===== config.mk =====
export PLATFORM = sky130hd
export DESIGN_NAME = mem_access_unit
export DESIGN_NICKNAME = d
export VERILOG_FILES = /design/src/rtl/mem_access_unit.sv
export SDC_FILE = /design/constraint.sdc
export NUM_CORES = 1
export LEC_CHECK = 0
export CAP_MARGIN = 10
export CELL_PAD_IN_SITES_DETAIL_PLACEMENT = 0
export CELL_PAD_IN_SITES_GLOBAL_PLACEMENT = 1
export CORE_MARGIN = 3
export CORE_UTILIZATION = 38
export DETAILED_ROUTE_END_ITERATION = 12
export PLACE_DENSITY_LB_ADDON = 0.1
export SETUP_SLACK_MARGIN = 0.4
export SLEW_MARGIN = 20
export SYNTH_ARGS = -nofsm -noshare
export SYNTH_HDL_FRONTEND = slang
export SYNTH_SLANG_ARGS = --single-unit

===== constraint.sdc =====
create_clock -name clock -period 4.1 [get_ports clock]
set_input_delay 0.82 -clock clock [delete_from_list [all_inputs] [get_ports clock]]
set_output_delay 0.82 -clock clock [all_outputs]
set_load 0.01 [all_outputs]

===== src/rtl/mem_access_unit.sv =====
// mem_access_unit
// Data-memory access stage sitting in front of a 64-entry synchronous RAM
// that has no byte enables. Byte/halfword/word loads and stores are issued
// on a byte address; sub-word stores are performed as read-modify-write.
//
// Ports
//   clock, reset_n          clock and asynchronous active-low reset
//   req_valid/req_ready     request handshake (ready only while idle)
//   req_write               1 = store, 0 = load
//   req_size                0 byte, 1 halfword, 2 word, 3 illegal
//   req_signed              sign-extend sub-word loads
//   req_addr                byte address ([7:2] word, [1:0] lane)
//   req_wdata               right-justified store data
//   resp_valid              one-cycle completion pulse
//   resp_rdata, resp_err    load result / error flag, held until next response
//   ram_addr, ram_data,
//   ram_wren                registered RAM pins
//   ram_q                   RAM read data, one cycle after ram_addr
module mem_access_unit #(
    parameter int BIT_WIDTH = 32
) (
    input  logic                 clock,
    input  logic                 reset_n,
    input  logic                 req_valid,
    output logic                 req_ready,
    input  logic                 req_write,
    input  logic [1:0]           req_size,
    input  logic                 req_signed,
    input  logic [7:0]           req_addr,
    input  logic [BIT_WIDTH-1:0] req_wdata,
    output logic                 resp_valid,
    output logic [BIT_WIDTH-1:0] resp_rdata,
    output logic                 resp_err,
    output logic [5:0]           ram_addr,
    output logic [BIT_WIDTH-1:0] ram_data,
    output logic                 ram_wren,
    input  logic [BIT_WIDTH-1:0] ram_q
);

    typedef enum logic [2:0] {
        S_IDLE,
        S_READ,
        S_CAPTURE,
        S_WRITE,
        S_RESP
    } state_t;

    state_t                 r_state;
    logic                   r_write;
    logic [1:0]             r_size;
    logic                   r_signed;
    logic [1:0]             r_lane;
    logic [15:0]            r_wdata;
    logic                   r_resp_valid;
    logic                   r_resp_err;
    logic [BIT_WIDTH-1:0]   r_resp_rdata;
    logic [5:0]             r_ram_addr;
    logic [BIT_WIDTH-1:0]   r_ram_data;
    logic                   r_ram_wren;

    // Illegal size or an address not aligned to the access size.
    function automatic logic is_err(input logic [1:0] size, input logic [1:0] lane);
        return (size == 2'd3) ||
               (size == 2'd1 && lane[0]) ||
               (size == 2'd2 && lane != 2'd0);
    endfunction

    // Lane-select and extend a load. Aligned halfwords always have lane[0]=0,
    // so a shift by lane*8 serves both byte and halfword; words have lane 0.
    function automatic logic [BIT_WIDTH-1:0] load_extract(
        input logic [BIT_WIDTH-1:0] q,
        input logic [1:0]           size,
        input logic [1:0]           lane,
        input logic                 sgn
    );
        logic [BIT_WIDTH-1:0] sh;
        sh = q >> {lane, 3'b000};
        case (size)
            2'd0:    return {{(BIT_WIDTH-8){sgn & sh[7]}}, sh[7:0]};
            2'd1:    return {{(BIT_WIDTH-16){sgn & sh[15]}}, sh[15:0]};
            default: return sh;
        endcase
    endfunction

    // Replace only the target lane(s) of the old RAM word.
    function automatic logic [BIT_WIDTH-1:0] store_merge(
        input logic [BIT_WIDTH-1:0] q,
        input logic [1:0]           size,
        input logic [1:0]           lane,
        input logic [15:0]          wd
    );
        logic [BIT_WIDTH-1:0] m;
        m = q;
        if (size == 2'd0)
            m[{lane, 3'b000} +: 8] = wd[7:0];
        else
            m[{lane[1], 4'b0000} +: 16] = wd;
        return m;
    endfunction

    always_ff @(posedge clock or negedge reset_n) begin
        if (!reset_n) begin
            r_state      <= S_IDLE;
            r_write      <= 1'b0;
            r_size       <= 2'd0;
            r_signed     <= 1'b0;
            r_lane       <= 2'd0;
            r_wdata      <= '0;
            r_resp_valid <= 1'b0;
            r_resp_err   <= 1'b0;
            r_resp_rdata <= '0;
            r_ram_addr   <= '0;
            r_ram_data   <= '0;
            r_ram_wren   <= 1'b0;
        end else begin
            r_resp_valid <= 1'b0;
            case (r_state)
                S_IDLE: begin
                    if (req_valid) begin
                        r_write  <= req_write;
                        r_size   <= req_size;
                        r_signed <= req_signed;
                        r_lane   <= req_addr[1:0];
                        r_wdata  <= req_wdata[15:0];
                        if (is_err(req_size, req_addr[1:0])) begin
                            // No RAM access: respond on the next cycle.
                            r_resp_valid <= 1'b1;
                            r_resp_err   <= 1'b1;
                            r_resp_rdata <= '0;
                            r_state      <= S_RESP;
                        end else begin
                            r_ram_addr <= req_addr[7:2];
                            if (req_write && req_size == 2'd2) begin
                                // Full word store needs no read.
                                r_ram_data <= req_wdata;
                                r_ram_wren <= 1'b1;
                                r_state    <= S_WRITE;
                            end else begin
                                r_state <= S_READ;
                            end
                        end
                    end
                end
                S_READ: begin
                    r_state <= S_CAPTURE;
                end
                S_CAPTURE: begin
                    if (r_write) begin
                        r_ram_data <= store_merge(ram_q, r_size, r_lane, r_wdata);
                        r_ram_wren <= 1'b1;
                        r_state    <= S_WRITE;
                    end else begin
                        r_resp_rdata <= load_extract(ram_q, r_size, r_lane, r_signed);
                        r_resp_err   <= 1'b0;
                        r_resp_valid <= 1'b1;
                        r_state      <= S_RESP;
                    end
                end
                S_WRITE: begin
                    r_ram_wren   <= 1'b0;
                    r_resp_rdata <= '0;
                    r_resp_err   <= 1'b0;
                    r_resp_valid <= 1'b1;
                    r_state      <= S_RESP;
                end
                S_RESP: begin
                    r_state <= S_IDLE;
                end
                default: begin
                    r_state <= S_IDLE;
                end
            endcase
        end
    end

    assign req_ready  = (r_state == S_IDLE);
    assign resp_valid = r_resp_valid;
    assign resp_err   = r_resp_err;
    assign resp_rdata = r_resp_rdata;
    assign ram_addr   = r_ram_addr;
    assign ram_data   = r_ram_data;
    assign ram_wren   = r_ram_wren;

endmodule


==> key figures, run 1 <==
Job
  • Max Cap Viol: 0

Pwr
  • Static Leak: between 3 and 4 nW
  • Comb pwr share: a little over half
  • Pwr dens: approximately 800 mW/mm^2
  • Seq pwr share: between 30% and 40%
  • Sw Ratio: 39.1%
  • Peak VDD IR: 0.396 mV
  • P_sw: 0.00238 W
  • Total Power: approximately 0.0061 W
  • P_int: 0.00370 W
  • Part of the power in the clock network: 16.5%

Worst hold path
  • HP Class: in -> async

STA
  • Tcrit/Tclk final: 69.3%
  • RSZ-0062 raised after global routing: false
  • Hold slack: around 440 ps
  • F_max: about 0.35 GHz
  • Slew Viols, Final: 0
  • Worst Clk Skew: ~10 ps
  • Relative slew slack: between 30% and 40%
  • Slew @ Worst Pin: 970 ps
  • Finish-stage setup viols: 0
  • Min Tclk post-route: approximately 2800 ps
  • TNS Setup: 0 ps
  • Final Hold Viols: 0

Cells and area
  • Share of layout cells above drive strength 1: between 15 and 20%
  • Antenna diodes: 0
  • Fill count: 1358
  • Post-route cell area: roughly 0.0078 sq mm
  • Area grow syn2layout: 33.7%
  • Final #Nets: 744
  • Fin cells: between 800 and 900

Floorplanning
  • Ports: about 150
  • Row cnt: 44
  • Die area: between 0.015 and 0.02 sq mm
  • CORE AREA: roughly 0.015 sq mm
  • DIE HEIGHT: around 130 um
  • Initial Util: 39.4%
  • Chip width: between 100 and 150 um

Global route
  • Vias in the first global route: 5161
  • Initial antenna violation count: 0
  • Maximum number of pins on one net before global-route repair: around 70
  • GRT Util Overall: 23.1%
  • Grt ovf: 0
  • First-pass GRT wire length: around 30000 um

Setup path
  • Crit path launch type: flop
  • Slowest-stage cell, CP: buf_4
  • CP required: approximately 4400 ps
  • Crit Path Class: reg -> reg
  • Crit path capture type: flop
  • Crit Path Max Fanout: 68
  • Max stage delay on crit path: approximately 700 ps
  • Worst-path cell chain: buf_4 -> ha_1 -> nor2b_1 -> a311o_1 -> a22o_1 -> mux2_2
  • Crit path arrival time: around 3100 ps

Route
  • DRC: 0
  • DR pass1 iterations: 5
  • WL/cell: 22.8 um
  • DR vias/cell: around 6.0
  • DR vias: 5060
  • Initial DRC Count: 404
  • Routed Antenna Nets: 0
  • DRT Wirelength: 19300 um

Synthesis
  • Syn_nets: ~620
  • Top-count cell post-synth: dfrtp_1
  • Synth warn: 0
  • Leading post-synthesis cells by cell area: dfrtp_1, mux2_2, mux2i_1, o21ai_0, a221oi_1
  • Ys flop type: dfrtp_1
  • Yosys top cell by area: dfrtp_1
  • Post-synth EDFFs: 0
  • Register area share after synthesis: between 40% and 50%
  • Post-synth top cells: dfrtp_1, mux2_2, o21ai_0, nand2_1
  • Synthesized area: roughly 0.0058 sq mm
  • Synth top area share: 42.2%
  • Post-synthesis async set-or-reset flop share: 100%
  • Post-Syn Instances: 535
  • Avg Cell Area, Syn: 10.9 sq um
  • Seq cells post-synth: 98
  • Unique cell type count in the Yosys netlist: 48

Placed design
  • Post-DP HPWL: around 14000 um
  • Area after DPL: between 0.007 and 0.008 sq mm
  • Placed cell count: around 830
  • Port Buffers: around 150
  • Gp weighted congestion: 0.859

Clocking
  • Post-CTS Resized: 0
  • Reg clk slew, reported paths: 70 ps
  • Clock Sink Count: 98
  • Root buf cell: clkbuf_16
  • H-tree depth: 3
  • TritonCTS buffer count: 9
  • Setup bufs post-CTS: 0
  • CTS tree: yes
  • Longest Clk Path Bufs: 2
  • # hold bufs at CTS: 0
  • Worst-skew pair later-pin latency: about 350 ps

Status
  • Status: complete, no violations
[power groups by stage]
stage                     clock network (W)  logic [W]  registers [W]
final                               0.00100    0.00324        0.00184
after global routing                0.00107    0.00350        0.00190
after CTS                           0.00103    0.00326        0.00183
after detailed placement                  0    0.00324        0.00184
after global placement                    0    0.00320        0.00183
after floorplan                           0    0.00190        0.00186
[per-stage QoR]
stage	worst slack, ps	util [%]
global route	1180	52.7
detailed placement	1200	50.3
global placement	1250	50.3
floorplan	1130	-
CTS	1310	52.7
finish	1260	52.7
[registers in the layout, summed over array words and instances, names as in the netlist]
register / cells
r_lane: 2
ram_data: 32
resp_err: 1
resp_valid: 1
r_wdata: 16
resp_rdata: 32
r_write: 1
ram_wren: 1
r_size: 2
r_signed: 1
r_state: 3
ram_addr: 6
[cells by family (layout without fill, tap and decap cells)]
logic type	Yosys count	in the layout	share of synthesized area [%]
AOI/OAI and AO/OA	165	165	20.5
adders and majority gates	5	5	1.08
buffers and inverters	58	188	4.73
DFF	98	98	42.2
muxes	116	116	22.1
and+or+nand+nor	93	93	9.38
[cells in the final DEF, fill, tap and decap left out, types with 12 or more instances in the layout]
cell type	synthesis	routed
o21ai_0	42	42
a221o_1	16	16
a221oi_1	24	24
clkdlybuf4s50_1	0	151
a21oi_1	25	25
a22oi_1	16	16
mux2_2	90	90
dfrtp_1	98	97
buf_4	1	12
mux2i_1	25	25
nor2_1	13	12
o2bb2ai_1	15	15
nand2_1	28	28
nand4_1	16	16
[worst max-delay path: cells and delay by family, from the launching register on]
kind / cells / cell delay, ps
multiplexers: 1 / 140
AND/OR/NAND/NOR: 1 / 610
flip-flops: 1 / 360
AO/OA/AOI/OAI: 2 / 440
adder cells (fa/ha/maj): 1 / 530
buffers and inverters: 1 / 680
[layout make-up]
class,count,area [sq um],area share [%]
Multi-Input combinational cell,379,3110,40.0
Sequential cell,98,2450,31.5
Timing Repair Buffer,163,1600,20.6
Clock buffer,10,239,3.07
Tap cell,184,230,2.96
Clock inverter,6,113,1.45
Inverter,9,33.8,0.434
[path summary, 6_finish.rpt]
| check | endpoint | depth (start not counted) | slack, ps | startpoint |
|---|---|---|---|---|
| min in group clock | resp_err | 1 | 480 | resp_err |
| min reg2reg | resp_err | 1 | 480 | resp_err |
| max | ram_data[31] | 6 | 1260 | r_lane[1] |
| min | resp_valid | 1 | 440 | reset_n |
| max reg2reg | ram_data[31] | 6 | 1260 | r_lane[1] |
| max in group asynchronous | ram_data[19] | 2 | 2810 | reset_n |
[routing by layer]
layer | up-vias | global-route usage, % | routed length [um]
met5 | - | 0 | 0
li1 | 2307 | - | -
met2 | 204 | 35.4 | 8880
met1 | 2521 | 32.9 | 8780
met4 | 0 | 7.40 | 445
met3 | 28 | 4.79 | 1240
(Power assumes the default switching activity.)
==> run 2: changes to the inputs <==
==> constraint.sdc (replaced) <==
create_clock -name clock -period 2.8 [get_ports clock]
set_input_delay 0.56 -clock clock [delete_from_list [all_inputs] [get_ports clock]]
set_output_delay 0.56 -clock clock [all_outputs]
set_load 0.01 [all_outputs]
==> key figures, run 2 (synthesis results as in run 1) <==
Status
  • Status: complete, no violations

Pwr
  • P_sw: 0.00354 W (+49%)
  • Comb pwr share: 54.2% (+0.9 points)
  • Static Leak: 3.14 nW (+0.92%)
  • Total Power: 0.00896 W (+47%)
  • Pwr dens: 1140 mW/mm^2 (+46%)
  • Seq pwr share: 30.4% (+0.2 points)
  • P_int: 0.00541 W (+46%)
  • Sw Ratio: 39.6% (+0.48 points)
  • Part of the power in the clock network: 15.4% (-1.1 points)
  • Peak VDD IR: 0.564 mV (+42%)

Clocking
  • Longest Clk Path Bufs: 2 (unchanged)
  • Reg clk slew, reported paths: 70 ps (about the same)
  • Setup bufs post-CTS: 0 (unchanged)
  • Worst-skew pair later-pin latency: 350 ps (about the same)
  • Clock Sink Count: 98 (unchanged)
  • CTS tree: yes
  • Root buf cell: clkbuf_16
  • H-tree depth: 3 (unchanged)
  • TritonCTS buffer count: 9 (unchanged)

Setup path
  • Crit path arrival time: 2530 ps (-600 ps)
  • Crit path capture type: flop
  • Crit Path Max Fanout: 39 (-43%)
  • CP required: 3030 ps (-1360 ps)
  • Crit Path Class: reg -> reg
  • Crit path launch type: flop

Route
  • DR vias/cell: 6.05 (+1.6%)
  • WL/cell: 22.8 um (+0.25%)
  • Initial DRC Count: 371 (-8.2%)
  • DRT Wirelength: 19600 um (+1.2%)
  • DR vias: 5187 (+2.5%)
  • Routed Antenna Nets: 0 (unchanged)
  • DR pass1 iterations: 8 (+3)
  • DRC: 0 (unchanged)

Floorplanning
  • CORE AREA: 0.0148 sq mm (unchanged)
  • Ports: 153 (unchanged)
  • Chip width: 130 um (unchanged)
  • DIE HEIGHT: 130 um (unchanged)
  • Initial Util: 39.4% (unchanged)
  • Die area: 0.0168 sq mm (unchanged)
  • Row cnt: 44 (unchanged)

Cells and area
  • Area grow syn2layout: 35.3%
  • Post-route cell area: 0.00787 sq mm (+1.1%)
  • Share of layout cells above drive strength 1: 21.4% (+1.7 points)
  • Layout Utilization: 53.3% (+0.60 points)
  • Antenna diodes: 0 (unchanged)
  • Fill count: 1294 (-4.7%)
  • Final #Nets: 752 (+1.1%)
  • Commonest non-fill, non-tap cell in the layout: clkdlybuf4s50_1
  • Fin cells: 857 (+0.94%)
  • Commonest cells after routing, fill and taps aside: clkdlybuf4s50_1, dfrtp_1, mux2_2

Placed design
  • Area after DPL: 0.00753 sq mm (+1.4%)
  • Port Buffers: 152 (unchanged)
  • Placed cell count: 841 (+0.96%)
  • Post-DP HPWL: 14100 um (+2.0%)
  • Gp weighted congestion: 0.884 (+2.9%)

STA
  • TNS Setup: 0 ps (unchanged)
  • RSZ-0062 raised after global routing: true
  • Tcrit/Tclk final: 82.1% (+13 points)
  • Min Tclk post-route: 2300 ps (-542 ps)
  • Final Hold Viols: 0 (unchanged)
  • Worst Clk Skew: 7.86 ps (-2.28 ps)
  • Finish-stage setup viols: 0 (unchanged)
  • Slew @ Worst Pin: 978 ps (+8.47 ps)
  • F_max: 0.435 GHz (+24%)
  • Relative slew slack: 34.8% (-0.56 points)
  • Slew Viols, Final: 0 (unchanged)

Global route
  • GRT Util Overall: 23.2% (+0.13 points)
  • First-pass GRT wire length: 29900 um (about the same)
  • Initial antenna violation count: 0 (unchanged)
  • Grt ovf: 0 (unchanged)
  • Vias in the first global route: 5125 (-0.70%)
  • Maximum number of pins on one net before global-route repair: 62 (-10%)

Job
  • Max Cap Viol: 0 (unchanged)

Worst hold path
  • HP Class: in -> async
run 2: critical path: stages (launching register included):
cell and delay, ps:
dfrtp_1 400, buf_6 220, ha_1 370, nor2b_1 220
buf_4 170, a311o_1 350, a22o_1 210, mux2_2 260
run 2: routing by layer:
layer	vias up	global-route usage [%]	part of all wire, %
met3	25	6.02	8.7
met2	255	35.5	45
li1	2331	-	-
met1	2576	32.3	44
met5	-	0	0
met4	0	7.89	2.6
run 2: layout make-up:
type                            count  area [sq um]  area share (%)
Sequential cell                    98          2450            31.2
Timing Repair Buffer              171          1690            21.5
Inverter                            9          37.5           0.477
Tap cell                          184           230            2.93
Clock buffer                       10           239            3.04
Multi-Input combinational cell    379          3130            39.8
Clock inverter                      6          88.8            1.13
run 2: worst paths after layout:
check,from,to,slack [ps],cells past startpoint
hold reg to reg,resp_err,resp_err,480,1
setup reg to reg,r_lane[0],ram_data[26],500,7
min in group clock,resp_err,resp_err,480,1
hold / removal,reset_n,resp_rdata[30],180,1
max in group asynchronous,reset_n,r_lane[1],1870,2
setup / recovery,r_lane[0],ram_data[26],500,7
run 2: power groups by stage:
stage | clock [W] | combinational [W] | sequential [W]
6_report | 0.00138 | 0.00486 | 0.00272
5_1_grt | 0.00147 | 0.00523 | 0.00281
4_1_cts | 0.00141 | 0.00488 | 0.00270
3_5_place_dp | 0 | 0.00485 | 0.00272
3_3_place_gp | 0 | 0.00477 | 0.00269
2_1_floorplan | 0 | 0.00290 | 0.00272
run 2: per-stage QoR:
step           worst slack, ps  hold slack, ps
6_report                   502             182
5_1_grt                    327             209
4_1_cts                    458             196
3_5_place_dp               233             475
3_3_place_gp               322             462
2_1_floorplan              423             264
run 2: what timing repair did:
action                     in CTS  in global routing
hold buffers                    0                  0
setup endpoints to repair       0                 24
gates resized for setup         0                  2
==> run 3: changes to the inputs <==
--- a/config.mk
+++ b/config.mk
@@ -9,7 +9,7 @@
 export CELL_PAD_IN_SITES_DETAIL_PLACEMENT = 0
 export CELL_PAD_IN_SITES_GLOBAL_PLACEMENT = 1
 export CORE_MARGIN = 3
-export CORE_UTILIZATION = 38
+export CORE_UTILIZATION = 34
 export DETAILED_ROUTE_END_ITERATION = 12
 export PLACE_DENSITY_LB_ADDON = 0.1
 export SETUP_SLACK_MARGIN = 0.4
==> constraint.sdc (replaced) <==
create_clock -name clock -period 2.1 [get_ports clock]
set_input_delay 0.42 -clock clock [delete_from_list [all_inputs] [get_ports clock]]
set_output_delay 0.42 -clock clock [all_outputs]
set_load 0.01 [all_outputs]
==> key figures, run 3 (synthesis results as in run 1) <==
Cells and area
  • Area grow syn2layout: 66.4%
  • Final #Nets: 857 (+14%)
  • Commonest non-fill, non-tap cell in the layout: dfrtp_1
  • Multi-input gate area: 0.00372 sq mm (+19%)
  • Antenna diodes: 0 (unchanged)
  • Share of layout cells above drive strength 1: 38.7% (+17 points)
  • Commonest cells after routing, fill and taps aside: dfrtp_1, clkdlybuf4s50_1, buf_4
  • Fill count: 1426 (+10%)
  • Register Area: 0.00245 sq mm (unchanged)

STA
  • F_max: 0.534 GHz (+23%)
  • Relative slew slack: 60.6% (+26 points)
  • Worst Clk Skew: 5.48 ps (-2.37 ps)
  • Final Hold Viols: 0 (unchanged)
  • Tcrit/Tclk final: 89.2% (+7.1 points)
  • RSZ-0062 raised after global routing: true
  • Min Tclk post-route: 1870 ps (-426 ps)
  • Slew Viols, Final: 0 (unchanged)
  • TNS Setup: 0 ps (unchanged)
  • Finish-stage setup viols: 0 (unchanged)
  • Slew @ Worst Pin: 591 ps (-387 ps)

Status
  • Status: complete, no violations

Global route
  • Grt ovf: 0 (unchanged)
  • Maximum number of pins on one net before global-route repair: 99 (+60%)
  • First-pass GRT wire length: 34600 um (+16%)
  • Initial antenna violation count: 0 (unchanged)
  • GRT Util Overall: 24.6% (+1.3 points)
  • Vias in the first global route: 5972 (+17%)

Floorplanning
  • Die area: 0.0187 sq mm (+11%)
  • Initial Util: 35.0% (-4.5 points)
  • Ports: 153 (unchanged)
  • CORE AREA: 0.0166 sq mm (+13%)
  • Chip width: 137 um (+5.5%)
  • DIE HEIGHT: 137 um (+5.5%)
  • Row cnt: 47 (+6.8%)

Pwr
  • Pwr dens: 1520 mW/mm^2 (+34%)
  • Static Leak: 4.57 nW (+46%)
  • Peak VDD IR: 0.671 mV (+19%)
  • Total Power: 0.0147 W (+64%)

Clocking
  • Longest Clk Path Bufs: 2 (unchanged)
  • TritonCTS buffer count: 9 (unchanged)
  • H-tree depth: 3 (unchanged)
  • Clock Sink Count: 98 (unchanged)
  • # hold bufs at CTS: 0 (unchanged)
  • CTS tree: yes
  • Reg clk slew, reported paths: 80 ps (about the same)
  • Root buf cell: clkbuf_16
  • Worst-skew pair later-pin latency: 360 ps (about the same)

Route
  • DR pass1 iterations: 5 (-3)
  • DRT Wirelength: 23200 um (+19%)
  • DRC: 0 (unchanged)
  • Initial DRC Count: 460 (+24%)
  • WL/cell: 23.3 um (+1.9%)
  • Routed Antenna Nets: 0 (unchanged)
  • DR vias: 5714 (+10%)
  • DR vias/cell: 5.73 (-5.4%)

Job
  • Max Cap Viol: 0 (unchanged)

Placed design
  • Gp weighted congestion: 0.870 (-1.6%)
  • Post-DP HPWL: 15300 um (+8.6%)
  • Port Buffers: 152 (unchanged)

Worst hold path
  • HP Class: in -> async

Setup path
  • Crit Path Max Fanout: 8 (-79%)
  • Crit path arrival time: 2120 ps (-410 ps)
  • CP required: 2340 ps (-690 ps)
  • Crit Path Class: reg -> reg
  • Crit path launch type: flop
  • Crit path capture type: flop
==> run 3: changes by cell type in the layout (fill, tap and decap cells not counted), sizes merged <==
cell / change
bufinv: -2
dlymetal6s2s: +35
bufbuf: +1
clkdlybuf4s50: -64
dlygate4sd2: +28
inv: +4
clkinv: +1
o211a: +1
clkinvlp: -3
clkdlybuf4s15: +1
buf: +100
nor2: +3
==> run 3: metrics by stage <==
stage	worst slack [ps]	cells	hold slack, ps	util (%)	instance area (sq um)
floorplan	-211	535	124	-	6090
global placement	-200	939	472	49.5	8240
detailed placement	-217	939	477	49.6	8250
CTS	215	993	140	55.8	9280
global route	174	998	156	58.2	9680
finish	227	998	90.0	58.2	9680
==> run 3: layout make-up <==
cell class	instances	area share, %
tap	220	2.84
sequential	98	25.3
clock buffer	10	2.47
inverter	9	0.427
multi-input combinational	383	38.4
clock inverter	6	0.698
timing repair buffer	272	29.8
==> run 3: worst paths after layout <==
kind / from / end / slack (ps) / depth (start not counted)
worst min register to register: resp_err / resp_err / 480 / 1
worst max-delay path: r_lane[0] / ram_data[24] / 230 / 8
max in group asynchronous: reset_n / r_lane[1] / 1530 / 2
min in group clock: resp_err / resp_err / 480 / 1
worst max register to register: r_lane[0] / ram_data[24] / 230 / 8
worst min-delay path: reset_n / resp_rdata[6] / 90 / 2
==> run 3: timing repair <==
item,CTS,global route
hold endpoints to repair,0,0
setup buffers,27,4
gates resized for setup,110,103
pin swaps,12,15
gates cloned,11,1
endpoints found under the setup margin,120,131
==> run 3: worst max-delay path, cell delays in order, from the launching register on <==
cell	delay, ps
dfrtp_1	400
inv_2	130
ha_4	150
buf_4	110
nor3b_4	50
buf_6	140
a311o_1	330
a22o_1	200
mux2_4	250
==> run 3: layer usage <==
layer / vias to the layer above / GRT usage, % / wire length [um]
li1: 2550 / - / -
met3: 49 / 4.41 / 1580
met2: 240 / 38.5 / 10600
met5: - / 0 / 0
met1: 2875 / 34.1 / 10300
met4: 0 / 8.98 / 770
==> run 3: power breakdown <==
group	total (W)	leakage, nW	internal (W)	switching, W
registers	0.00354	1.23	0.00277	0.000766
clock network	0.00172	0.152	0.000879	0.000839
logic	0.00946	3.19	0.00519	0.00427
total	0.0147	4.57	0.00884	0.00587
